[src/rtl/tdc_pkg.sv]
// tdc_pkg: shared types, widths and helpers for the TDC hit-encoding chain.
//   tdc_state_e  - event-capture FSM states
//   CNT_W        - width of the saturating status counters
//   TS_FINE_LSB  - bit offset of the fine field in a timestamp (coarse sits above it)
//   clog2()      - ceil(log2(n)), used to size the fine field
//   sat_inc()    - saturating increment for the status counters
package tdc_pkg;

  typedef enum logic {
    IDLE     = 1'b0,
    WAIT_FIN = 1'b1
  } tdc_state_e;

  localparam int unsigned CNT_W       = 8;
  localparam int unsigned TS_FINE_LSB = 0;

  function automatic int unsigned clog2(input int unsigned n);
    int unsigned r;
    r = 0;
    while ((64'd1 << r) < 64'(n)) r++;
    return r;
  endfunction

  function automatic logic [CNT_W-1:0] sat_inc(input logic [CNT_W-1:0] v);
    return (v == {CNT_W{1'b1}}) ? v : v + CNT_W'(1);
  endfunction

endpackage

[src/rtl/tdc_ts_fifo.sv]
// tdc_ts_fifo: first-word-fall-through synchronous FIFO.
//   clk, rst   - clock and synchronous active-high reset
//   push_i     - write request; ignored when full unless a pop frees a slot the same cycle
//   wdata_i    - write data
//   pop_i      - read request; ignored when empty
//   rdata_o    - head entry while non-empty; holds the last popped value while empty
//   empty_o    - no entries
//   full_o     - 2**AW entries
//   count_o    - current occupancy
module tdc_ts_fifo #(
  parameter int unsigned DW = 23,
  parameter int unsigned AW = 2
) (
  input  logic          clk,
  input  logic          rst,
  input  logic          push_i,
  input  logic [DW-1:0] wdata_i,
  input  logic          pop_i,
  output logic [DW-1:0] rdata_o,
  output logic          empty_o,
  output logic          full_o,
  output logic [AW:0]   count_o
);

  localparam int unsigned DEPTH = 1 << AW;

  logic [DW-1:0] mem_q [DEPTH];
  logic [AW-1:0] wr_ptr_q, rd_ptr_q;
  logic [AW:0]   count_q;
  logic [DW-1:0] hold_q;
  logic          do_push, do_pop;

  assign empty_o = (count_q == '0);
  assign full_o  = (count_q == (AW+1)'(DEPTH));
  assign count_o = count_q;

  // A pop in the same cycle frees the slot, so a write into a full FIFO is accepted then.
  assign do_pop  = pop_i & ~empty_o;
  assign do_push = push_i & (~full_o | do_pop);

  always_comb begin
    // NOTE: assign a default before any condition in always_comb so no latch is inferred.
    rdata_o = hold_q;
    if (!empty_o) rdata_o = mem_q[rd_ptr_q];
  end

  // NOTE: the storage array has no reset; empty/full come from the reset pointers,
  // so stale contents are never visible.
  always_ff @(posedge clk) begin
    if (do_push) mem_q[wr_ptr_q] <= wdata_i;
  end

  always_ff @(posedge clk) begin
    // NOTE: sequential state always uses non-blocking assignments.
    if (rst) begin
      wr_ptr_q <= '0;
      rd_ptr_q <= '0;
      count_q  <= '0;
      hold_q   <= '0;
    end else begin
      if (do_push) wr_ptr_q <= wr_ptr_q + AW'(1);
      if (do_pop) begin
        rd_ptr_q <= rd_ptr_q + AW'(1);
        hold_q   <= mem_q[rd_ptr_q];
      end
      case ({do_push, do_pop})
        2'b10:   count_q <= count_q + (AW+1)'(1);
        2'b01:   count_q <= count_q - (AW+1)'(1);
        default: count_q <= count_q;
      endcase
    end
  end

endmodule

[src/rtl/tdc_hit_encoder.sv]
// tdc_hit_encoder: captures a thermometer-coded delay-line snapshot and the coarse
// counter on each stop-filter valid, confirms it with the following finish pulse,
// popcount-encodes the fine value in two pipeline stages and queues {coarse, fine}.
//   clk, rst    - clock and synchronous active-high reset
//   taps        - registered delay-line outputs
//   valid       - stop-filter event strobe
//   finish      - stop-filter confirm, expected one cycle after valid
//   ts_data     - timestamp {coarse, fine} at the FIFO head
//   ts_valid    - FIFO non-empty
//   ts_ready    - consumer accepts the head entry
//   ovf_cnt     - events dropped on a full FIFO (saturating)
//   glitch_cnt  - events discarded for protocol errors (saturating)
module tdc_hit_encoder
  import tdc_pkg::*;
#(
  parameter int unsigned NTAPS    = 64,
  parameter int unsigned COARSE_W = 16,
  parameter int unsigned FINE_W   = clog2(NTAPS + 1),
  parameter int unsigned FIFO_AW  = 2,
  parameter bit          TAP_INV  = 1'b0
) (
  input  logic                       clk,
  input  logic                       rst,
  input  logic [NTAPS-1:0]           taps,
  input  logic                       valid,
  input  logic                       finish,
  output logic [COARSE_W+FINE_W-1:0] ts_data,
  output logic                       ts_valid,
  input  logic                       ts_ready,
  output logic [CNT_W-1:0]           ovf_cnt,
  output logic [CNT_W-1:0]           glitch_cnt
);

  localparam int unsigned NGRP          = NTAPS / 8;
  localparam int unsigned TS_W          = COARSE_W + FINE_W;
  localparam int unsigned TS_COARSE_LSB = TS_FINE_LSB + FINE_W;

  tdc_state_e          state_q;
  logic [COARSE_W-1:0] coarse_q, coarse_d;
  logic [NTAPS-1:0]    cap_taps_q;
  logic [COARSE_W-1:0] cap_coarse_q;
  logic                launch;

  logic [3:0]          grp_cnt_d [NGRP];
  logic [3:0]          e1_grp_q  [NGRP];
  logic [COARSE_W-1:0] e1_coarse_q;
  logic                e1_valid_q;

  logic [FINE_W-1:0]   fine_d;
  logic [FINE_W-1:0]   e2_fine_q;
  logic [COARSE_W-1:0] e2_coarse_q;
  logic                e2_valid_q;

  logic [CNT_W-1:0]    ovf_q, glitch_q;
  logic [TS_W-1:0]     fifo_wdata;
  logic                fifo_empty, fifo_full, fifo_pop;
  logic [FIFO_AW:0]    fifo_level_unused;

  // Free-running coarse time; wraps silently.
  assign coarse_d = coarse_q + COARSE_W'(1);

  always_ff @(posedge clk) begin
    if (rst) coarse_q <= '0;
    else     coarse_q <= coarse_d;
  end

  // A pending capture confirmed by finish moves into the encode pipeline.
  assign launch = (state_q == WAIT_FIN) && finish;

  // Capture FSM. A valid always (re)captures; an unconfirmed capture or a finish
  // with nothing pending counts as a glitch.
  always_ff @(posedge clk) begin
    if (rst) begin
      state_q  <= IDLE;
      glitch_q <= '0;
    end else begin
      case (state_q)
        IDLE: begin
          if (finish) glitch_q <= sat_inc(glitch_q);
          if (valid)  state_q  <= WAIT_FIN;
        end
        WAIT_FIN: begin
          if (!finish) glitch_q <= sat_inc(glitch_q);
          state_q <= valid ? WAIT_FIN : IDLE;
        end
        default: state_q <= IDLE;
      endcase
    end
  end

  // Capture data: the coarse value is the one present in the valid cycle.
  always_ff @(posedge clk) begin
    if (valid) begin
      cap_taps_q   <= taps ^ {NTAPS{TAP_INV}};
      cap_coarse_q <= coarse_q;
    end
  end

  // E1: per-byte popcount. Counting ones instead of locating the edge makes
  // the fine value tolerant of bubbles in the thermometer code.
  always_comb begin
    for (int g = 0; g < NGRP; g++) begin
      grp_cnt_d[g] = '0;
      for (int b = 0; b < 8; b++) begin
        grp_cnt_d[g] = grp_cnt_d[g] + {3'b000, cap_taps_q[g*8 + b]};
      end
    end
  end

  // E2: sum of group counts, 0..NTAPS.
  always_comb begin
    fine_d = '0;
    for (int g = 0; g < NGRP; g++) begin
      fine_d = fine_d + FINE_W'(e1_grp_q[g]);
    end
  end

  always_ff @(posedge clk) begin
    if (launch) begin
      e1_grp_q    <= grp_cnt_d;
      e1_coarse_q <= cap_coarse_q;
    end
    if (e1_valid_q) begin
      e2_fine_q   <= fine_d;
      e2_coarse_q <= e1_coarse_q;
    end
  end

  // Only the stage valids need reset; a reset mid-event flushes the event.
  always_ff @(posedge clk) begin
    if (rst) begin
      e1_valid_q <= 1'b0;
      e2_valid_q <= 1'b0;
    end else begin
      e1_valid_q <= launch;
      e2_valid_q <= e1_valid_q;
    end
  end

  always_comb begin
    fifo_wdata = '0;
    fifo_wdata[TS_FINE_LSB   +: FINE_W]   = e2_fine_q;
    fifo_wdata[TS_COARSE_LSB +: COARSE_W] = e2_coarse_q;
  end

  assign fifo_pop = ts_ready & ~fifo_empty;

  // The pipeline never stalls: a write into a full FIFO with no simultaneous
  // read is dropped and counted.
  always_ff @(posedge clk) begin
    if (rst) ovf_q <= '0;
    else if (e2_valid_q && fifo_full && !fifo_pop) ovf_q <= sat_inc(ovf_q);
  end

  // Occupancy is exported by the FIFO for later readout stages; not needed here.
  tdc_ts_fifo #(
    .DW (TS_W),
    .AW (FIFO_AW)
  ) u_fifo (
    .clk     (clk),
    .rst     (rst),
    .push_i  (e2_valid_q),
    .wdata_i (fifo_wdata),
    .pop_i   (fifo_pop),
    .rdata_o (ts_data),
    .empty_o (fifo_empty),
    .full_o  (fifo_full),
    .count_o (fifo_level_unused)
  );

  assign ts_valid   = ~fifo_empty;
  assign ovf_cnt    = ovf_q;
  assign glitch_cnt = glitch_q;

endmodule

[config.mk]
export PLATFORM = sky130hd
export DESIGN_NAME = tdc_hit_encoder
export DESIGN_NICKNAME = d
export VERILOG_FILES = /design/src/rtl/tdc_pkg.sv /design/src/rtl/tdc_ts_fifo.sv /design/src/rtl/tdc_hit_encoder.sv
export SDC_FILE = /design/constraint.sdc
export NUM_CORES = 1
export LEC_CHECK = 0
export BUFFER_PORTS_ARGS = -buffer_cell sky130_fd_sc_hd__buf_2
export CORE_MARGIN = 2
export CORE_UTILIZATION = 50
export DETAILED_ROUTE_END_ITERATION = 12
export GPL_ROUTABILITY_DRIVEN = 0
export PLACE_DENSITY = 0.67
export SLEW_MARGIN = 15
export SYNTH_ARGS = -nofsm -noshare
export SYNTH_HDL_FRONTEND = slang
export SYNTH_SLANG_ARGS = --single-unit
[constraint.sdc]
create_clock -name clk -period 4.63 [get_ports clk]
set_input_delay 0.6945 -clock clk [delete_from_list [all_inputs] [get_ports clk]]
set_output_delay 0.6945 -clock clk [all_outputs]
set_load 0.01 [all_outputs]
==> flow_summary.yaml, run 1 <==
timing:
  slew_headroom: 0.329
  finalHoldViolCount: 0
  fin_crit_sh: 0.822
  final_max_slew_viol_count: 0
  layout_setup_ws_ns: 0.825
  tightest_slew_ns: 1.01
  setup_viol_count_final: 0
  fin_crit_ns: 3.80
  hold-worst-slack_ns: 0.357
  rsz0062_at_grt: "false"
  skew_ns: 0.0383
  fin_tns_setup_ns: 0
  fmax_mhz: 263
floorplan:
  die_x_um: 165
  start_util: 0.504
  die_h_um: 165
  die-area_um2: 27400
  row_count: 59
  pin_count: 109
  fp.coreArea_um2: 25800
critical_path:
  cp_slowest_cell: "fa_1"
  startpoint_type: "flip-flop"
  crit_path_cell_trace: "inv_1 -> fa_1 -> inv_1 -> fa_1 -> fa_1 -> inv_1 -> fa_1 -> inv_1 -> ha_1 -> fa_1 -> a21o_1 -> a21o_1"
  worstPathRequired_ns: 4.89
  worstPathArrival_ns: 4.07
  path_max_fanout: 2
  cp_slowest_stage_delay_ns: 0.54
  critPathKind: "flip-flop to flip-flop"
  path_common_cell: "fa_1"
  cp-end-kind: "flip-flop"
clock_tree:
  cts_setup_buffers: 0
  ctsResizeCount: 0
  hold_buffers: 0
  cts_buffer_depth: 3
  htree_levels: 2
  tritoncts: "done"
  clk_pin_slew_ns: 0.06
  clock_latency_ns: 0.52
  cts_root_buf: "clkbuf_16"
  cts_sinks: 310
  numCtsBuffers: 34
synthesis:
  avgSynthCellArea_um2: 15.3
  synth_cells: 853
  synthArstFlopShare: 0
  yosys.area_share.simple: 0.0566
  synth_top_family_by_area: "adder cells"
  ys_types: 37
  seq_area_frac_synth: 0.663
  synth_fa_ha_area_frac: 0.124
  synthDominantCellAreaShare: 0.560
  synth.area.top_cells: "edfxtp_1 56%, dfxtp_1 10%, fa_1 8.6%, mux4_2 4.0%, inv_1 3.9%"
  synth_ff_type: "edfxtp_1"
  ys_ff_latch: 310
  synth-compound-area-share: 0.0261
  synth_mux_area_frac: 0.0643
  synth_edf_count: 243
  ys_warn_count: 0
  synth-xor-area-share: 0.0202
  synth_top_area_cell: "edfxtp_1"
  synth_fp_nets: 1017
  syn_area_um2: 13000
power_and_ir_drop:
  ir_drop_v: 0.000312
  leakagePower_nw: 5.86
  design_power_total_mw: 6.74
  pwr_density_cell_nw_per_um2: 449
finish:
  area_growth_pct: 15.3
  diodes: 0
  layout.cells.non_filler: 1346
  drive_above_1_share: 0.215
  layout.nets: 1149
routing:
  via_count: 6582
  wl_per_cell_um: 14.2
  vias_per_cell: 4.89
  drc: 0
  ant_nets: 0
  drt_wl_total_mm: 19.2
  drtIter0Drc: 306
  firstDrtPassIters: 6
global_route:
  grt_max_degree: 82
  grt_pass1_vias: 6540
  grt_pass1_wl_mm: 31.9
  track_usage: 0.147
  overflow: 0
  antenna_found_initial: 0
worst_hold_path:
  hp-class: "input pin to flip-flop"
placement:
  place_ws_ns: 0.795
  dp_hpwl_mm: 12.3
  dpl.cell_count: 1284
  port_buffers: 108
status:
  outcome: "finished, final reports clean"
job:
  cap_violations: 0
[cells in the mapped netlist, drive strengths merged (9+ instances only)]
master / number
clkbuf: 9
edfxtp: 243
fa: 56
nand3: 10
buf: 11
mux4: 23
ha: 39
mux2: 23
nand4: 10
nor2b: 12
a21oi: 40
dfxtp: 67
inv: 137
xor2: 11
xnor2: 19
nor2: 31
nand2: 54
[kinds of logic after synthesis]
family / after synthesis
mux: 52
compound gates: 59
buf+inv: 157
simple gates: 150
flops: 310
xor+xnor: 30
fa+ha+maj: 95
[cell usage in the layout (no fill, tap or decap), drive strengths merged, types with 11 or more instances in the layout]
cell type and instances:
a21oi 40, buf 116, clkbuf 43, clkinv 15, dfxtp 67, edfxtp 243, fa 56, ha 39
inv 139, mux2 23, mux4 23, nand2 54, nor2 31, nor2b 12, xnor2 19, xor2 11
[worst paths after layout]
kind,slack [ns],depth (start not counted),start,end
max reg2reg,0.83,12,e1_grp_q[2]$_DFFE_PP_,e2_fine_q[6]$_DFFE_PP_
min,0.36,1,taps[47],cap_taps_q[47]$_DFFE_PP_
max,0.83,12,e1_grp_q[2]$_DFFE_PP_,e2_fine_q[6]$_DFFE_PP_
min reg2reg,0.39,0,cap_coarse_q[1]$_DFFE_PP_,e1_coarse_q[1]$_DFFE_PP_
[per-layer routing]
layer	wire, µm	share of wire	up-vias	global-route usage
li1	-	-	3233	-
met1	8930	0.47	3193	0.206
met2	9030	0.47	129	0.237
met3	855	0.045	27	0.0295
met4	346	0.018	0	0.0411
met5	0	0	-	0
[flip-flops by register name, indices dropped and copies added (netlist names), named ones only]
name	cells
u_fifo.hold_q	23
glitch_cnt	8
cap_coarse_q	16
u_fifo.count_o	3
cap_taps_q	64
u_fifo.mem_q	92
e2_fine_q	7
e2_coarse_q	16
u_fifo.rd_ptr_q	2
ovf_cnt	8
state_q	1
e1_coarse_q	16
e1_valid_q	1
e2_valid_q	1
coarse_q	16
e1_grp_q	32
u_fifo.wr_ptr_q	2
[worst max-delay path: cells and delay by family, from the launching register on]
kind	cells	cell delay [ns]
AOI/OAI and AO/OA	2	0.35
adders and majority gates	6	2.70
buffers and inverters	4	0.19
DFF	1	0.31
[final cells by class]
class	count	area [µm²]
timing repair buffer	116	603
fill	2037	10800
tap	335	419
clock buffer	43	885
inverter	137	514
clock inverter	19	174
sequential	310	8640
multi-input combinational	386	3790
[per-stage QoR]
step                       util  instance area [µm²]
after floorplan               -                13000
after global placement    0.540                14000
after detailed placement  0.540                14000
after CTS                 0.581                15000
after global routing      0.581                15000
final                     0.581                15000
[report_power, final]
part | internal (mW) | leakage, nW | switching [mW]
clock | 1.44 | 0.515 | 1.06
sequential | 3.20 | 2.83 | 0.0507
combinational | 0.452 | 2.52 | 0.541
total | 5.09 | 5.86 | 1.66
(Power assumes the default switching activity.)
==> run 2, diff against run 1 <==
==> constraint.sdc (replaced) <==
create_clock -name clk -period 3.82 [get_ports clk]
set_input_delay 0.573 -clock clk [delete_from_list [all_inputs] [get_ports clk]]
set_output_delay 0.573 -clock clk [all_outputs]
set_load 0.01 [all_outputs]
==> flow_summary.yaml, run 2 (synthesis gave the netlist of run 1 again) <==
power_and_ir_drop:
  pwr_density_cell_nw_per_um2: 554
  ir_drop_v: 0.000462
  leakagePower_nw: 5.87
clock_tree:
  cts_buffer_depth: 3
  tritoncts: "done"
  clock_latency_ns: 0.51
  htree_levels: 2
  numCtsBuffers: 34
  clk_pin_slew_ns: 0.06
  cts_root_buf: "clkbuf_16"
  cts_sinks: 310
  hold_buffers: 0
timing:
  fin_crit_sh: 0.960
  final_max_slew_viol_count: 0
  skew_ns: 0.0141
  fin_crit_ns: 3.67
  fin_tns_setup_ns: 0
  hold-worst-slack_ns: 0.246
  finalHoldViolCount: 0
  fmax_mhz: 273
  setup_viol_count_final: 0
  rsz0062_at_grt: "false"
  slew_headroom: 0.274
  tightest_slew_ns: 1.09
floorplan:
  start_util: 0.504
  fp.coreArea_um2: 25800
  pin_count: 109
  die_x_um: 165
  die_h_um: 165
  die-area_um2: 27400
  row_count: 59
worst_hold_path:
  hp-class: "input pin to flip-flop"
  worstHoldStart: "taps[27]"
finish:
  drive_above_1_share: 0.220
  largest_reg_flops: 92
  largestRegisters: "u_fifo.mem_q x92, cap_taps_q x64, e1_grp_q x32"
  layout.nets: 1152
  final_cell_mix: "243 x edfxtp_1, 133 x inv_1, 107 x buf_2"
  largest_register: "u_fifo.mem_q"
  final_common_cell: "edfxtp_1"
  area_growth_pct: 15.7
  diodes: 0
routing:
  drc: 0
  drtIter0Drc: 308
  drt_wl_total_mm: 19.4
  ant_nets: 0
  wl_met2_mm: 9.36
  wl_met1_mm: 8.82
  wl_per_cell_um: 14.4
  via_count: 6559
  vias_per_cell: 4.87
  met3WireLength_um: 838
  dr.max_layer_used: "met4"
  firstDrtPassIters: 4
global_route:
  antenna_found_initial: 0
  grt_pass1_vias: 6636
  grt_max_degree: 82
  track_usage: 0.150
  overflow: 0
  grt_pass1_wl_mm: 32.2
critical_path:
  path_max_fanout: 2
  worstPathArrival_ns: 3.92
  path_common_cell: "fa_1"
  critPathLaunch: "e1_grp_q[22]$_DFFE_PP_"
  worstPathRequired_ns: 4.08
  reg2reg_from: "e1_grp_q[22]$_DFFE_PP_"
  crit_path_cell_trace: "inv_2 -> fa_1 -> inv_2 -> fa_1 -> fa_1 -> inv_2 -> fa_1 -> inv_1 -> ha_2 -> fa_2 -> a21o_1 -> a21o_1"
  cp_top_family: "adder cells"
  cp_slowest_cell: "fa_1"
  cp-end-kind: "flip-flop"
  startpoint_type: "flip-flop"
  cp_slowest_stage_delay_ns: 0.56
  critPathKind: "flip-flop to flip-flop"
  worst-path-buf-inv: 4
placement:
  port_buffers: 108
  dp_hpwl_mm: 12.4
status:
  outcome: "finished, final reports clean"
job:
  cap_violations: 0
run 2: metal layers:
layer | global-route usage | vias to the layer above
li1 | - | 3242
met1 | 0.197 | 3162
met2 | 0.252 | 128
met3 | 0.0320 | 27
met4 | 0.0490 | 0
met5 | 0 | -
run 2: layout make-up:
| cell class | count | area, µm² |
|---|---|---|
| Sequential cell | 310 | 8640 |
| Inverter | 137 | 514 |
| Timing Repair Buffer | 119 | 626 |
| Clock buffer | 44 | 888 |
| Tap cell | 335 | 419 |
| Clock inverter | 17 | 188 |
| Fill cell | 2065 | 10800 |
| Multi-Input combinational cell | 386 | 3790 |
run 2: timing repair:
item | in CTS | in global routing
resized for setup | 1 | 4
endpoints found under the setup margin | 1 | 2
setup buffers | 0 | 1
pin swaps | 0 | 6
run 2: power by group:
part	total (mW)	switching [mW]	internal, mW
clock network	3.12	1.26	1.86
registers	3.94	0.0622	3.88
logic	1.28	0.682	0.596
total	8.34	2.01	6.34
run 2: worst paths after layout:
path	depth (start not counted)	endpoint	slack [ns]
worst min register to register	0	e1_coarse_q[7]$_DFFE_PP_	0.41
worst max-delay path	12	e2_fine_q[6]$_DFFE_PP_	0.15
worst min-delay path	1	cap_taps_q[27]$_DFFE_PP_	0.25
worst max register to register	12	e2_fine_q[6]$_DFFE_PP_	0.15
run 2: per-stage QoR:
step | cell area, µm² | power, mW | utilization | worst slack (ns) | std cells
detailed placement | 14000 | 5.27 | 0.541 | 0.00620 | 1286
floorplan | 13000 | 4.90 | - | 0.0771 | 853
CTS | 15100 | 8.45 | 0.583 | 0.00531 | 1347
global placement | 14000 | 5.23 | 0.541 | 0.0402 | 1286
global route | 15100 | 8.83 | 0.583 | 0.0412 | 1348
finish | 15100 | 8.34 | 0.583 | 0.152 | 1348
==> run 3, diff against run 2 <==
--- a/config.mk
+++ b/config.mk
@@ -10,7 +10,9 @@
 export CORE_UTILIZATION = 50
 export DETAILED_ROUTE_END_ITERATION = 12
 export GPL_ROUTABILITY_DRIVEN = 0
+export GPL_TIMING_DRIVEN = 0
 export PLACE_DENSITY = 0.67
+export SKIP_CTS_REPAIR_TIMING = 1
 export SLEW_MARGIN = 15
 export SYNTH_ARGS = -nofsm -noshare
 export SYNTH_HDL_FRONTEND = slang
==> flow_summary.yaml, run 3 (synthesis gave the netlist of run 1 again) <==
finish:
  diodes: 0
  final_cell_mix: "243 x edfxtp_1, 134 x inv_1, 116 x buf_2"
  largestRegisters: "u_fifo.mem_q x92, cap_taps_q x64, e1_grp_q x32"
  layout.nets: 1161
  area_growth_pct: 15.3
  final_common_cell: "edfxtp_1"
  largest_reg_flops: 92
  largest_register: "u_fifo.mem_q"
  fin_util: 0.581
  drive_above_1_share: 0.214
floorplan:
  row_count: 59
  pin_count: 109
  die_h_um: 165
  die-area_um2: 27400
  start_util: 0.504
  fp.coreArea_um2: 25800
  die_x_um: 165
critical_path:
  worstPathRequired_ns: 4.13
  path_max_fanout: 2
  worstPathArrival_ns: 3.98
  critPathKind: "flip-flop to flip-flop"
  startpoint_type: "flip-flop"
  cp-end-kind: "flip-flop"
global_route:
  track_usage: 0.149
  grt_pass1_vias: 6665
  antenna_found_initial: 0
  grt_pass1_wl_mm: 32.1
  overflow: 0
  grt_max_degree: 65
timing:
  fmax_mhz: 272
  tightest_slew_ns: 1.01
  layout_setup_ws_ns: 0.147
  fin_crit_ns: 3.67
  final_max_slew_viol_count: 0
  fin_crit_sh: 0.961
  fin_tns_setup_ns: 0
  slew_headroom: 0.325
  setup_viol_count_final: 0
  skew_ns: 0.00788
  finalHoldViolCount: 0
  rsz0062_at_grt: "false"
routing:
  drt_wl_total_mm: 19.7
  drc: 0
  firstDrtPassIters: 4
  ant_nets: 0
  drtIter0Drc: 307
  vias_per_cell: 4.87
  via_count: 6607
  wl_per_cell_um: 14.5
power_and_ir_drop:
  pwr-share-seq: 0.492
  p_int_mw: 6.06
  ir_drop_v: 0.000394
  p_sw_frac: 0.242
  comb_power_share: 0.159
  power_switching_mw: 1.94
  pwr-share-clk: 0.349
  leakagePower_nw: 5.84
  pwr_density_cell_nw_per_um2: 533
  design_power_total_mw: 8.00
status:
  outcome: "finished, final reports clean"
placement:
  port_buffers: 107
  place_ws_ns: -0.0861
  dp_hpwl_mm: 13.5
clock_tree:
  tritoncts: "done"
  cts_sinks: 310
  numCtsBuffers: 31
  cts_root_buf: "clkbuf_16"
  clk_pin_slew_ns: 0.06
  cts_buffer_depth: 3
  htree_levels: 1
  clock_latency_ns: 0.55
job:
  cap_violations: 0
worst_hold_path:
  hp-class: "input pin to flip-flop"
-- run 3: critical path, cell delays in order, from the launching register on --
cell and delay (ns):
edfxtp_1 0.35, inv_2 0.04, fa_1 0.53, inv_1 0.06, fa_1 0.49, fa_1 0.51, inv_1 0.05, fa_1 0.49
inv_2 0.05, ha_4 0.16, fa_2 0.36, a21o_1 0.18, a21o_1 0.16
-- run 3: through the flow --
stage	hold WS (ns)	area (µm²)	cells
global placement	0.400	14000	1295
global route	0.166	15000	1357
finish	0.193	15000	1357
CTS	0.166	15000	1357
detailed placement	0.405	14100	1299
floorplan	0.400	13000	853
-- run 3: cell type report --
type / count / area, µm²
Inverter: 137 / 514
Sequential cell: 310 / 8640
Fill cell: 2037 / 10800
Buffer: 20 / 87.6
Clock inverter: 11 / 80.1
Multi-Input combinational cell: 386 / 3810
Clock buffer: 47 / 856
Timing Repair Buffer: 111 / 612
Tap cell: 335 / 419
-- run 3: final timing paths --
kind / cells after the start / slack, ns / endpoint / start
max: 12 / 0.15 / e2_fine_q[6]$_DFFE_PP_ / e1_grp_q[14]$_DFFE_PP_
min: 1 / 0.19 / cap_taps_q[13]$_DFFE_PP_ / taps[13]
max reg2reg: 12 / 0.15 / e2_fine_q[6]$_DFFE_PP_ / e1_grp_q[14]$_DFFE_PP_
min reg2reg: 0 / 0.41 / e2_coarse_q[1]$_DFFE_PP_ / e1_coarse_q[1]$_DFFE_PP_
-- run 3: layer usage --
metal	vias to the layer above	wire (µm)	global-route usage
met4	0	432	0.0396
met3	32	885	0.0247
met5	-	0	0
met1	3189	8950	0.205
met2	135	9420	0.250
li1	3251	-	-
-- run 3: power groups by stage --
| stage | combinational [mW] | sequential [mW] | clock (mW) |
|---|---|---|---|
| after floorplan | 0.906 | 3.99 | 0 |
| after global placement | 1.18 | 4.01 | 0 |
| after CTS | 1.25 | 3.94 | 2.87 |
| final | 1.27 | 3.94 | 2.79 |
| after global routing | 1.52 | 3.95 | 3.00 |
| after detailed placement | 1.23 | 4.01 | 0 |
